===== config.mk =====
export PLATFORM = sky130hd
export DESIGN_NAME = mux_nto1_rr_reg
export DESIGN_NICKNAME = d
export VERILOG_FILES = /design/src/rtl/mux_nto1_rr_reg.sv
export SDC_FILE = /design/constraint.sdc
export NUM_CORES = 1
export LEC_CHECK = 0
export BUFFER_PORTS_ARGS = -buffer_cell sky130_fd_sc_hd__clkbuf_2
export CAP_MARGIN = 25
export CORE_UTILIZATION = 50
export DETAILED_ROUTE_END_ITERATION = 6
export GPL_TIMING_DRIVEN = 0
export MAX_ROUTING_LAYER = met4
export PLACE_DENSITY = 0.83
export SETUP_SLACK_MARGIN = 0.15
export SYNTH_ARGS = -nofsm -noshare
export SYNTH_HDL_FRONTEND = slang
export SYNTH_SLANG_ARGS = --single-unit

===== constraint.sdc =====
create_clock -name clk_in -period 4.5 [get_ports clk_in]
set_input_delay 0.675 -clock clk_in [delete_from_list [all_inputs] [get_ports clk_in]]
set_output_delay 0.675 -clock clk_in [all_outputs]
set_load 0.005 [all_outputs]

===== src/rtl/mux_nto1_rr_reg.sv =====
// Registered N-channel mux with manual-select or round-robin scan over valid channels.
// The output word uses a valid/ready handshake; grant_out flags the channel captured this cycle.
module mux_nto1_rr_reg #(
  parameter int NUM_CH = 8,
  parameter int DATA_W = 8,
  parameter int SEL_W  = $clog2(NUM_CH)
) (
  input  logic                     clk_in,
  input  logic                     rst_n_in,
  input  logic [NUM_CH*DATA_W-1:0] d_in,
  input  logic [NUM_CH-1:0]        ch_valid_in,
  input  logic                     mode_in,
  input  logic [SEL_W-1:0]         sel_in,
  input  logic                     ready_in,
  output logic [DATA_W-1:0]        y_out,
  output logic                     y_valid_out,
  output logic [SEL_W-1:0]         ch_out,
  output logic [NUM_CH-1:0]        grant_out
);

  logic [DATA_W-1:0]   ch_data [NUM_CH];
  logic [SEL_W-1:0]    ptr_reg;
  logic [SEL_W-1:0]    ptr_next;
  logic                slot_free;
  logic                man_hit;
  logic                scan_hit;
  logic [SEL_W-1:0]    scan_idx;
  logic                capture;
  logic [SEL_W-1:0]    cap_idx;
  logic [2*NUM_CH-1:0] valid_dbl;
  logic [NUM_CH-1:0]   valid_rot;
  int                  pos;

  genvar gi;
  generate
    for (gi = 0; gi < NUM_CH; gi++) begin : g_unpack
      assign ch_data[gi] = d_in[gi*DATA_W +: DATA_W];
    end
  endgenerate

  always_comb begin
    slot_free = !y_valid_out || ready_in;

    // Manual hit: compare against every real channel index so out-of-range selects never match.
    man_hit = 1'b0;
    for (int k = 0; k < NUM_CH; k++) begin
      if (sel_in == SEL_W'(k) && ch_valid_in[k]) man_hit = 1'b1;
    end

    // Rotate the valid vector so bit i corresponds to channel (ptr + i) mod NUM_CH.
    valid_dbl = {ch_valid_in, ch_valid_in} >> ptr_reg;
    valid_rot = valid_dbl[NUM_CH-1:0];
    scan_hit  = 1'b0;
    scan_idx  = '0;
    pos       = 0;
    for (int i = 0; i < NUM_CH; i++) begin
      if (!scan_hit && valid_rot[i]) begin
        scan_hit = 1'b1;
        pos      = int'(ptr_reg) + i;
        if (pos >= NUM_CH) pos = pos - NUM_CH;
        scan_idx = SEL_W'(pos);
      end
    end

    capture = slot_free && (mode_in ? scan_hit : man_hit);
    cap_idx = mode_in ? scan_idx : sel_in;

    grant_out = '0;
    for (int k = 0; k < NUM_CH; k++) begin
      grant_out[k] = rst_n_in && capture && (cap_idx == SEL_W'(k));
    end

    ptr_next = ptr_reg;
    if (capture && mode_in) begin
      ptr_next = (scan_idx == SEL_W'(NUM_CH - 1)) ? '0 : scan_idx + SEL_W'(1);
    end
  end

  always_ff @(posedge clk_in or negedge rst_n_in) begin
    if (!rst_n_in) begin
      y_out       <= '0;
      y_valid_out <= 1'b0;
      ch_out      <= '0;
      ptr_reg     <= '0;
    end else begin
      ptr_reg <= ptr_next;
      if (slot_free) begin
        if (capture) begin
          y_out       <= ch_data[cap_idx];
          ch_out      <= cap_idx;
          y_valid_out <= 1'b1;
        end else begin
          y_valid_out <= 1'b0;
        end
      end
    end
  end

endmodule


=== Word-level counts from Yosys, hierarchy flattened ===
Cells that the tools add are included.

* $add $sub $neg: 16
* Magnitude comparators: 9
* Equal/unequal tests: 15
* Shift-type cells: 1
* Mux-type cells: 39
* Bitwise gates (word level): 1
* Reductions and logical operators: 38

{| class="wikitable"
|+ Operators with widths
! kind !! number
|-
| 3-bit two-way mux || 18
|-
| 4-bit >= comparator, second input constant || 8
|-
| 3-bit == test, second input constant || 9
|-
| 1-bit logical AND || 26
|-
| 8-bit binary-select mux with 3-bit select || 1
|-
| 3-bit by 1-bit subtractor with 3-bit output, second input constant || 8
|-
| 1-bit two-way mux || 18
|-
| 3-bit by 3-bit adder with 4-bit output, second input constant || 4
|-
| 8-bit two-way mux || 2
|-
| 16-bit by 3-bit >> shifter with 8-bit output || 1
|-
| 3-bit by 2-bit == test with 1-bit output, second input constant || 4
|-
| 3-bit by 2-bit adder with 4-bit output, second input constant || 2
|-
| 1-bit zero test || 8
|-
| 3-bit by 1-bit == test with 1-bit output, second input constant || 2
|-
| 3-bit zero test || 2
|-
| 3-bit by 1-bit adder with 4-bit output, second input constant || 1
|-
| 3-bit by 4-bit >= comparator with 1-bit output, second input constant || 1
|-
| 3-bit inverter with 4-bit output || 1
|-
| 3-bit by 1-bit adder with 3-bit output, second input constant || 1
|-
| 2-bit AND reduction || 1
|-
| 1-bit logical OR || 1
|}

* Register bits: 15
* Input port bits: 79
* Output and inout port bits: 20
* Word-level logic and storage cells: 123

=== Longest topological paths before layout ===
Gate-level depths: netlist of run 1.

* Depth in word-level cells: 28
* Mapped depth: 15
* Depth with buffers taken out: 11

=== Least setup slack after synthesis of run 1 ===
OpenSTA, ideal clock, no wires.

* Kind: input port to output port
* Start: input ch_valid_in[1]
* End: output grant_out[6]
* Arrival time: 2.890 ns
* Setup slack: 0.935 ns
* Cell stages on the path: 11
* Path buffers: 3
* Cell sequence: mux4_2 > mux2_4 > nand2b_4 > nor3_4 > a21oi_1 > o21ai_2 > buf_6 > a31oi_4 > buf_6 > buf_6 > nor4_1

* Cells in the longest elaborated chain, start to end: 27

{| class="wikitable"
|+ RTL lines
! item !! RTL line !! text
|-
| start: declaration || 11 || <nowiki>input logic [NUM_CH-1:0] ch_valid_in,</nowiki>
|-
| parallel branches: the longest is 26 deep, another holds 16-bit by 3-bit >> shifter with 8-bit output || -- ||
|-
| 1-bit logical AND (*) || 70 || <nowiki>grant_out[k] = rst_n_in && capture && (cap_idx == SEL_W'(k));</nowiki>
|-
| end: declaration || 18 || <nowiki>output logic [NUM_CH-1:0] grant_out</nowiki>
|}

Mark *: on every way between the ends.

=== Final worst setup path of run 1 ===
* Start: input ch_valid_in[0]
* End: output grant_out[6]

The elaborated chain is that of the path after synthesis.

==> impl_metrics.ini, run 1 <==
[grt]
grt_max_degree = 22
grt_pass1_vias = 2545
met2_usage = 0.495
grt_usage = 0.294
grt_overflow = 0
grt_first_pass_wirelength_mm = 12.1
antenna_found_initial = 0
grtUsageMet1 = 0.379
grt_most_used_layer = met2
gr-usage-met3 = 0.0325

[synth]
syn-cell-area_um2 = 2600
ys_seq_area_frac = 0.144
postSynthNetCount = 355
synth-compound-area-share = 0.221
yosys.area_share.adder = 0.0144
synthMuxAreaShare = 0.392
synth_top_area_share = 0.144
yosys_warnings = 0
syn_avg_cell_area_um2 = 9.52
synth_cells = 273
yosysUniqueCellTypes = 53
synthXorXnorAreaFrac = 0.0101
synth_top_family_by_area = multiplexers
synth_ff_type = dfrtp_1
synth-async-reset-ratio = 1.00
synth-seq-cells = 15
synth-edff-count = 0
synth_top_area_cell = dfrtp_1
synth-simple-area-share = 0.150
synth_area_leaders = dfrtp_1 14%, mux2i_1 12%, mux4_2 9.5%

[worst_setup_path]
r2r_slack_ns = 0.99
startpoint = ch_valid_in[0]
critPathMaxStageDelay_ns = 0.59
timing.rr.start = ptr_reg[0]
crit_path_top_delay_cell = mux4_1
required_ns = 3.83
crit_arrival_ns = 3.49
crit_path_end_kind = primary output
cp-start-kind = input pin
critPathMaxFanout = 10
cpMostUsedCell = clkbuf_2
path_cells = clkbuf_2, mux4_1, mux2_2, nand4b_1, nand4_1, a31oi_1, a31oi_4, mux2i_4, clkbuf_4, nand2_1, nor4_1, clkbuf_2
crit_type = input pin to primary output

[power]
p_per_area_nw_per_um2 = 626
clkPwrFrac = 0.053
swShare = 0.480
ir_drop_v = 0.000280
p_seq_frac = 0.117
leakage_nw = 1.45
power.total_mw = 2.03
switchingPower_uw = 976
comb_power_share = 0.829
p_int_mw = 1.06

[final_layout]
num-fill-cells = 392
fin_nets = 457
finalInstanceArea_um2 = 3250
antenna_cells = 0
seq_area_um2 = 375
layout_common_cells = 98 x clkbuf_2, 29 x mux2i_1, 24 x o21ai_0
utilization = 0.669
instances_no_fill = 441
multi_input_area_um2 = 2070
area_growth_pct = 24.8
drive_above_1_share = 0.436
final_common_cell = clkbuf_2
largest_reg_flops = 8

[clock_network]
cts.clk_slew.worst_paths_ns = 0.06
htree_levels = 1
cts-buffers-inserted = 3
cts_sinks = 15
clock_path_buffers = 2
clk_latency_ns = 0.25
post_cts_buffers = 0
cts_tree = done
root_buffer = clkbuf_8

[placement]
io_buffers = 97
place_ws_ns = 0.229
dp_hpwl_mm = 5.99
dpl_cell_area_um2 = 3170
gp_congestion = 0.941
dpl.cell_count = 437

[status]
status = completed

[timing]
setup_viol = 0
slew_violations = 0
clock.fmax_mhz = 240
fin_tns_setup_ns = 0
hold_viol = 0
tightest_slew_ns = 0.573
clock-skew-final_ns = 0.00267
fin_crit_sh = 0.925
whs_ns = 0.366
post-route-min-period_ns = 4.16
rsz0062_at_grt = false
relSlewSlack = 0.618
setup_ws_ns = 0.336

[routing]
drc = 0
first_iter_violations = 238
ant_nets = 0
drt_first_pass_iters = 5
vias = 2747
wl_per_cell_um = 17.3
wl_mm = 7.62
avgViaCountPerCell = 6.23

[floorplan]
die-area_um2 = 5490
die_w_um = 74.1
core_area_um2 = 4850
die_h_um = 74.1
fp-row-count = 25
start_util = 0.536
ios = 99

[min_path]
hp-class = input pin to asynchronous set/reset pin

[job]
maxCapViolCount = 0
## layout make-up
| type | instances | share of cell area |
|---|---|---|
| repair buffers | 97 | 0.150 |
| inverters | 7 | 0.00810 |
| flip-flops and latches | 15 | 0.116 |
| multi-input cells | 229 | 0.639 |
| well taps | 67 | 0.0258 |
| plain buffers | 22 | 0.0482 |
| clock buffers | 4 | 0.0139 |
## path summary, 6_finish.rpt
| path | to | depth (start not counted) |
|---|---|---|
| setup / recovery | grant_out[6] | 12 |
| hold / removal | ch_out[1] | 1 |
| setup reg to reg | y_out[3] | 12 |
| hold reg to reg | ch_out[0] | 2 |
| max in group asynchronous | ptr_reg[2] | 1 |
| min in group clk_in | ch_out[0] | 2 |
## power groups by stage
stage	combinational [mW]	sequential (mW)	clock, mW
2_1_floorplan	1.28	0.234	0
3_3_place_gp	1.60	0.235	0
3_5_place_dp	1.64	0.236	0
4_1_cts	1.65	0.236	0.109
5_1_grt	1.81	0.243	0.115
6_report	1.68	0.238	0.108
## synthesized netlist by cell type (2+ instances only)
cell,instances
mux2_1,9
a22oi_1,10
nor3b_1,3
nor4_1,2
xnor2_1,2
or2_2,3
a31oi_1,4
nand2b_1,5
nand4_1,3
a21o_1,2
a31oi_4,2
nor2_1,7
inv_1,7
nor2b_1,3
mux2_2,16
dfrtp_1,15
nand2_1,23
and2_1,2
o211ai_1,23
and4_1,2
and4b_1,2
mux2_4,4
nor3_1,2
clkbuf_1,7
ha_1,3
nand3_1,2
a21oi_1,4
mux2i_1,31
a211oi_1,2
o21ai_0,24
mux4_1,4
buf_6,8
mux4_2,11
a211oi_2,2
buf_2,6
## what timing repair did
action	CTS	global route
setup endpoints to repair	0	7
hold buffers	0	0
gates resized for setup	0	7
## routing by layer
metal | vias up | wire length [um]
met5 | - | 0
met1 | 1294 | 3070
li1 | 1291 | -
met3 | 16 | 400
met2 | 146 | 4010
met4 | 0 | 136
## critical path: cells and delay by family
family / cells / cell delay [ns]
buf+inv: 3 / 0.62
compound gates: 2 / 0.35
simple gates: 4 / 0.61
mux: 3 / 1.22
## cells by family after synthesis
group | Yosys count
AO/OA/AOI/OAI | 81
XOR/XNOR | 3
adder cells (fa/ha/maj) | 3
buffers and inverters | 29
flip-flops | 15
multiplexers | 76
AND/OR/NAND/NOR | 66
Power figures use the tool's default switching activity.
==> run 2, diff against run 1 <==
--- a/config.mk
+++ b/config.mk
@@ -12,2 +12,3 @@
 export GPL_TIMING_DRIVEN = 0
+export HOLD_SLACK_MARGIN = 0.02
 export MAX_ROUTING_LAYER = met4
--- a/constraint.sdc
+++ b/constraint.sdc
@@ -3,2 +3,2 @@
 set_output_delay 0.675 -clock clk_in [all_outputs]
-set_load 0.005 [all_outputs]
+set_load 0.05 [all_outputs]
==> run 2 against run 1 <==
  * Critical path type is now flop to primary output
  * Power increased by 13%
  * Critical endpoint unchanged
  * Clock skew down 0.0013 ns
  * Clock power barely moved
  * Utilization rose by 1.1 points
  * Via count increased by 0.29%
  * Non-clock buffer count is 4 higher
  * First-iteration DRC count fell by 9.2%
  * Critical path depth increased by 1
==> impl_metrics.ini, run 2 (synthesis gave the netlist of run 1 again) <==
[clock_network]
htree_levels = 1
cts.clk_slew.worst_paths_ns = 0.06
root_buffer = clkbuf_8
clk_latency_ns = 0.25
cts-buffers-inserted = 3
cts_tree = done
clock_path_buffers = 2
cts_hold_buf = 0
cts_sinks = 15

[worst_setup_path]
cp-start-kind = flop
critPathMaxFanout = 10
r2r_cells = 13
crit_arrival_ns = 3.55
crit_path_end_kind = primary output
crit_type = flop to primary output
required_ns = 3.83
startpoint = ptr_reg[1]
timing.rr.start = ptr_reg[1]
r2r_end = y_out[5]
r2r_slack_ns = 0.98

[timing]
slew_violations = 0
relSlewSlack = 0.614
clock-skew-final_ns = 0.00142
post-route-min-period_ns = 4.23
rsz0062_at_grt = true
setup_viol = 0
hold_viol = 0
fin_tns_setup_ns = 0
fin_crit_sh = 0.940
clock.fmax_mhz = 236
tightest_slew_ns = 0.579
whs_ns = 0.366

[final_layout]
antenna_cells = 0
final_common_cell = clkbuf_2
num-fill-cells = 379
drive_above_1_share = 0.450
layout_common_cells = 93 x clkbuf_2, 28 x mux2i_1, 24 x o21ai_0
fin_nets = 461
instances_no_fill = 445
finalInstanceArea_um2 = 3300
area_growth_pct = 26.9
largest_reg_flops = 8

[routing]
vias = 2755
drt_first_pass_iters = 5
drc = 0
avgViaCountPerCell = 6.19
ant_nets = 0
wl_mm = 7.78
wl_per_cell_um = 17.5
first_iter_violations = 216

[power]
p_per_area_nw_per_um2 = 693
swShare = 0.522
switchingPower_mw = 1.19
ir_drop_v = 0.000317
p_seq_frac = 0.104
p_int_mw = 1.09
comb_power_share = 0.849
leakage_nw = 1.47
clkPwrFrac = 0.047

[floorplan]
ios = 99
start_util = 0.536
fp-row-count = 25
die-area_um2 = 5490
die_w_um = 74.1
core_area_um2 = 4850
die_h_um = 74.1

[grt]
grt_usage = 0.296
grt_max_degree = 22
antenna_found_initial = 0
grt_pass1_vias = 2542
grt_first_pass_wirelength_mm = 12.1
grt_overflow = 0

[job]
maxCapViolCount = 0

[min_path]
hp-class = input pin to asynchronous set/reset pin

[placement]
dpl_cell_area_um2 = 3170
io_buffers = 97
gp_congestion = 0.941
dpl.cell_count = 437
dp_hpwl_mm = 5.99

[status]
status = completed
## run 2: cell types whose count changed in the layout (fill, tap and decap cells not counted), sizes merged
cell	delta
buf	+6
clkbuf	-2
## run 2: worst max path at each step
stage                              end  slack (ns)  depth (start not counted)
after floorplan           grant_out[6]       -0.30                         11
after global placement    grant_out[5]        0.13                         11
after detailed placement  grant_out[2]        0.06                         12
after CTS                 grant_out[6]        0.14                         15
after global routing      grant_out[3]        0.13                         10
final                     grant_out[6]        0.27                         13
## run 2: critical path, cell delays in order, from the launching register on
cell,delay [ns]
dfrtp_1,0.37
buf_6,0.17
mux4_2,0.56
mux2_4,0.35
nand2b_4,0.17
nor3_4,0.26
a21oi_1,0.11
o21ai_2,0.07
buf_6,0.18
a31oi_4,0.13
buf_6,0.18
buf_6,0.14
nor4_1,0.34
buf_4,0.27
## run 2: final cells by class
cell class                      count  area (um^2)  share of cell area
Tap cell                           67         83.8              0.0254
Inverter                            7         26.3             0.00796
Clock buffer                        4         45.0              0.0137
Timing Repair Buffer              101          528               0.160
Sequential cell                    15          375               0.114
Buffer                             22          158              0.0478
Multi-Input combinational cell    229         2080               0.631
## run 2: power by group through the flow
stage | Clock (mW) | Sequential [mW] | Combinational, mW
global placement | 0 | 0.235 | 1.80
CTS | 0.109 | 0.236 | 1.85
detailed placement | 0 | 0.236 | 1.83
finish | 0.108 | 0.238 | 1.94
global route | 0.115 | 0.243 | 2.06
floorplan | 0 | 0.401 | 1.30
## run 2: through the flow
stage / util / setup slack (ns) / power (mW)
after floorplan: - / -0.304 / 1.70
after global placement: 0.654 / 0.132 / 2.03
after detailed placement: 0.654 / 0.0637 / 2.07
after CTS: 0.666 / 0.139 / 2.20
after global routing: 0.681 / 0.130 / 2.42
final: 0.681 / 0.271 / 2.29
## run 2: routing by layer
layer	vias to the layer above	global-route usage	part of all wire
met1	1287	0.384	0.39
met4	0	0.0620	0.028
met5	-	-	0
met3	27	0.0325	0.060
li1	1289	-	-
met2	152	0.498	0.52
## run 2: what timing repair did
item	4_1_cts	5_1_grt
setup endpoints to repair	5	8
gates cloned	0	0
pin swaps	0	3
resized for setup	2	21
buffers inserted	0	4
==> run 3, diff against run 2 <==
Clock period 4.5 ns to 3.97 ns, I/O delays scaled along.
==> run 3 against run 2 <==
  * Clock power increased by 14%
  * Hold slack lost 0.041 ns
  * Sequential share of layout area fell by 1.3 points
  * Die area unchanged
  * Non-clock buffer count rose by 24
  * Worst setup slack got worse by 0.26 ns
  * Count of clock-buffer cells in the layout stayed put
  * Cell area increased by 13%
  * Critical endpoint is now grant_out[5]
==> impl_metrics.ini, run 3 (synthesis gave the netlist of run 1 again) <==
[final_layout]
seq_area_um2 = 375
multi_input_area_um2 = 2220
num-fill-cells = 308
finalInstanceArea_um2 = 3730
utilization = 0.770
fin_nets = 485
drive_above_1_share = 0.530
antenna_cells = 0
final_common_cell = clkbuf_2
layout_common_cells = 91 x clkbuf_2, 28 x buf_4, 28 x mux2i_1
instances_no_fill = 469
largest_reg_flops = 8
area_growth_pct = 43.5

[timing]
setup_ws_ns = 0.00689
tightest_slew_ns = 0.557
fin_crit_sh = 0.998
setup_viol = 0
clock-skew-final_ns = 0.00147
post-route-min-period_ns = 3.96
slew_violations = 0
relSlewSlack = 0.629
hold_viol = 0
rsz0062_at_grt = true
clock.fmax_mhz = 252

[worst_setup_path]
timing.rr.start = ptr_reg[1]
required_ns = 3.37
cp-start-kind = flop
critPathMaxFanout = 8
crit_arrival_ns = 3.37
crit_type = flop to primary output
r2r_slack_ns = 0.39
r2r_cells = 15
crit_path_end_kind = primary output
r2r_end = y_out[7]

[floorplan]
die-area_um2 = 5490
ios = 99
core_area_um2 = 4850
die_h_um = 74.1
die_w_um = 74.1
fp-row-count = 25
start_util = 0.536

[status]
status = completed

[clock_network]
clock_path_buffers = 2
clk_latency_ns = 0.25
cts-buffers-inserted = 3
cts_sinks = 15
htree_levels = 1
cts.clk_slew.worst_paths_ns = 0.06
cts_tree = done
root_buffer = clkbuf_8

[routing]
drc = 0
ant_nets = 0
vias = 2997
dr_wl_met2_mm = 4.61
wirelength_met1_mm = 3.56
top_layer = met4
wl_per_cell_um = 19.6
wl_met3_um = 589
drt_first_pass_iters = 5
first_iter_violations = 290
wl_mm = 9.21
avgViaCountPerCell = 6.39

[placement]
dpl.cell_count = 437
place_ws_ns = -0.286
io_buffers = 97
dpl_cell_area_um2 = 3190
dp_hpwl_mm = 5.92
gp_congestion = 0.957

[power]
clkPwrFrac = 0.040
switchingPower_mw = 1.57
p_per_area_nw_per_um2 = 828
swShare = 0.509
p_seq_frac = 0.088
leakage_nw = 1.66
ir_drop_v = 0.000452
comb_power_share = 0.872
p_int_mw = 1.52
power.total_mw = 3.09

[grt]
antenna_found_initial = 0
grt_overflow = 0
grt_usage = 0.333
grt_first_pass_wirelength_mm = 13.5
grt_pass1_vias = 2855
grt_max_degree = 22

[min_path]
hp-class = input pin to asynchronous set/reset pin

[job]
maxCapViolCount = 0
## run 3: layer usage
metal | track usage | vias to the layer above
met5 | - | -
li1 | - | 1327
met1 | 0.413 | 1435
met2 | 0.541 | 184
met4 | 0.150 | 0
met3 | 0.0407 | 51
## run 3: cell type report
class,count,share of cell area
Tap cell,67,0.0225
Multi-Input combinational cell,229,0.596
Clock buffer,4,0.0121
Inverter,7,0.00704
Sequential cell,15,0.101
Timing Repair Buffer,125,0.210
Buffer,22,0.0520
## run 3: how the worst max path moves through the flow
stage,end,depth (start not counted),slack (ns),startpoint
6_report,grant_out[5],12,0.007,ptr_reg[1]
5_1_grt,grant_out[5],12,-0.04,ptr_reg[1]
4_1_cts,grant_out[4],11,0.15,ptr_reg[1]
3_5_place_dp,grant_out[6],12,-0.29,ch_valid_in[0]
3_3_place_gp,grant_out[5],11,-0.24,ch_valid_in[2]
2_1_floorplan,grant_out[6],11,-0.11,ch_valid_in[1]
## run 3: critical path: stages (launching register included)
cell	delay, ns
dfrtp_1	0.36
buf_6	0.16
mux4_2	0.56
mux2_4	0.34
nand2b_4	0.17
nor3_4	0.23
buf_6	0.14
a22oi_2	0.07
a211oi_4	0.33
a21oi_4	0.15
nor2_4	0.15
and4b_1	0.26
buf_8	0.16
## run 3: what timing repair did
item	CTS	global route
hold buffers	0	0
gates resized for setup	43	34
endpoints found under the setup margin	8	8
buffers inserted	12	16
pin swaps	11	19
## run 3: power groups by stage
| stage | sequential, mW | clock, mW | combinational, mW |
|---|---|---|---|
| 6_report | 0.272 | 0.123 | 2.69 |
| 5_1_grt | 0.278 | 0.132 | 2.83 |
| 4_1_cts | 0.265 | 0.123 | 2.33 |
| 3_5_place_dp | 0.266 | 0 | 2.07 |
| 3_3_place_gp | 0.266 | 0 | 2.04 |
| 2_1_floorplan | 0.455 | 0 | 1.49 |
## run 3: per-stage QoR
step | TNS, ns | hold WS (ns)
4_1_cts | 0 | 0.298
3_5_place_dp | -1.61 | 0.484
3_3_place_gp | -1.46 | 0.467
6_report | 0 | 0.325
2_1_floorplan | -0.213 | 0.300
5_1_grt | -0.135 | 0.353
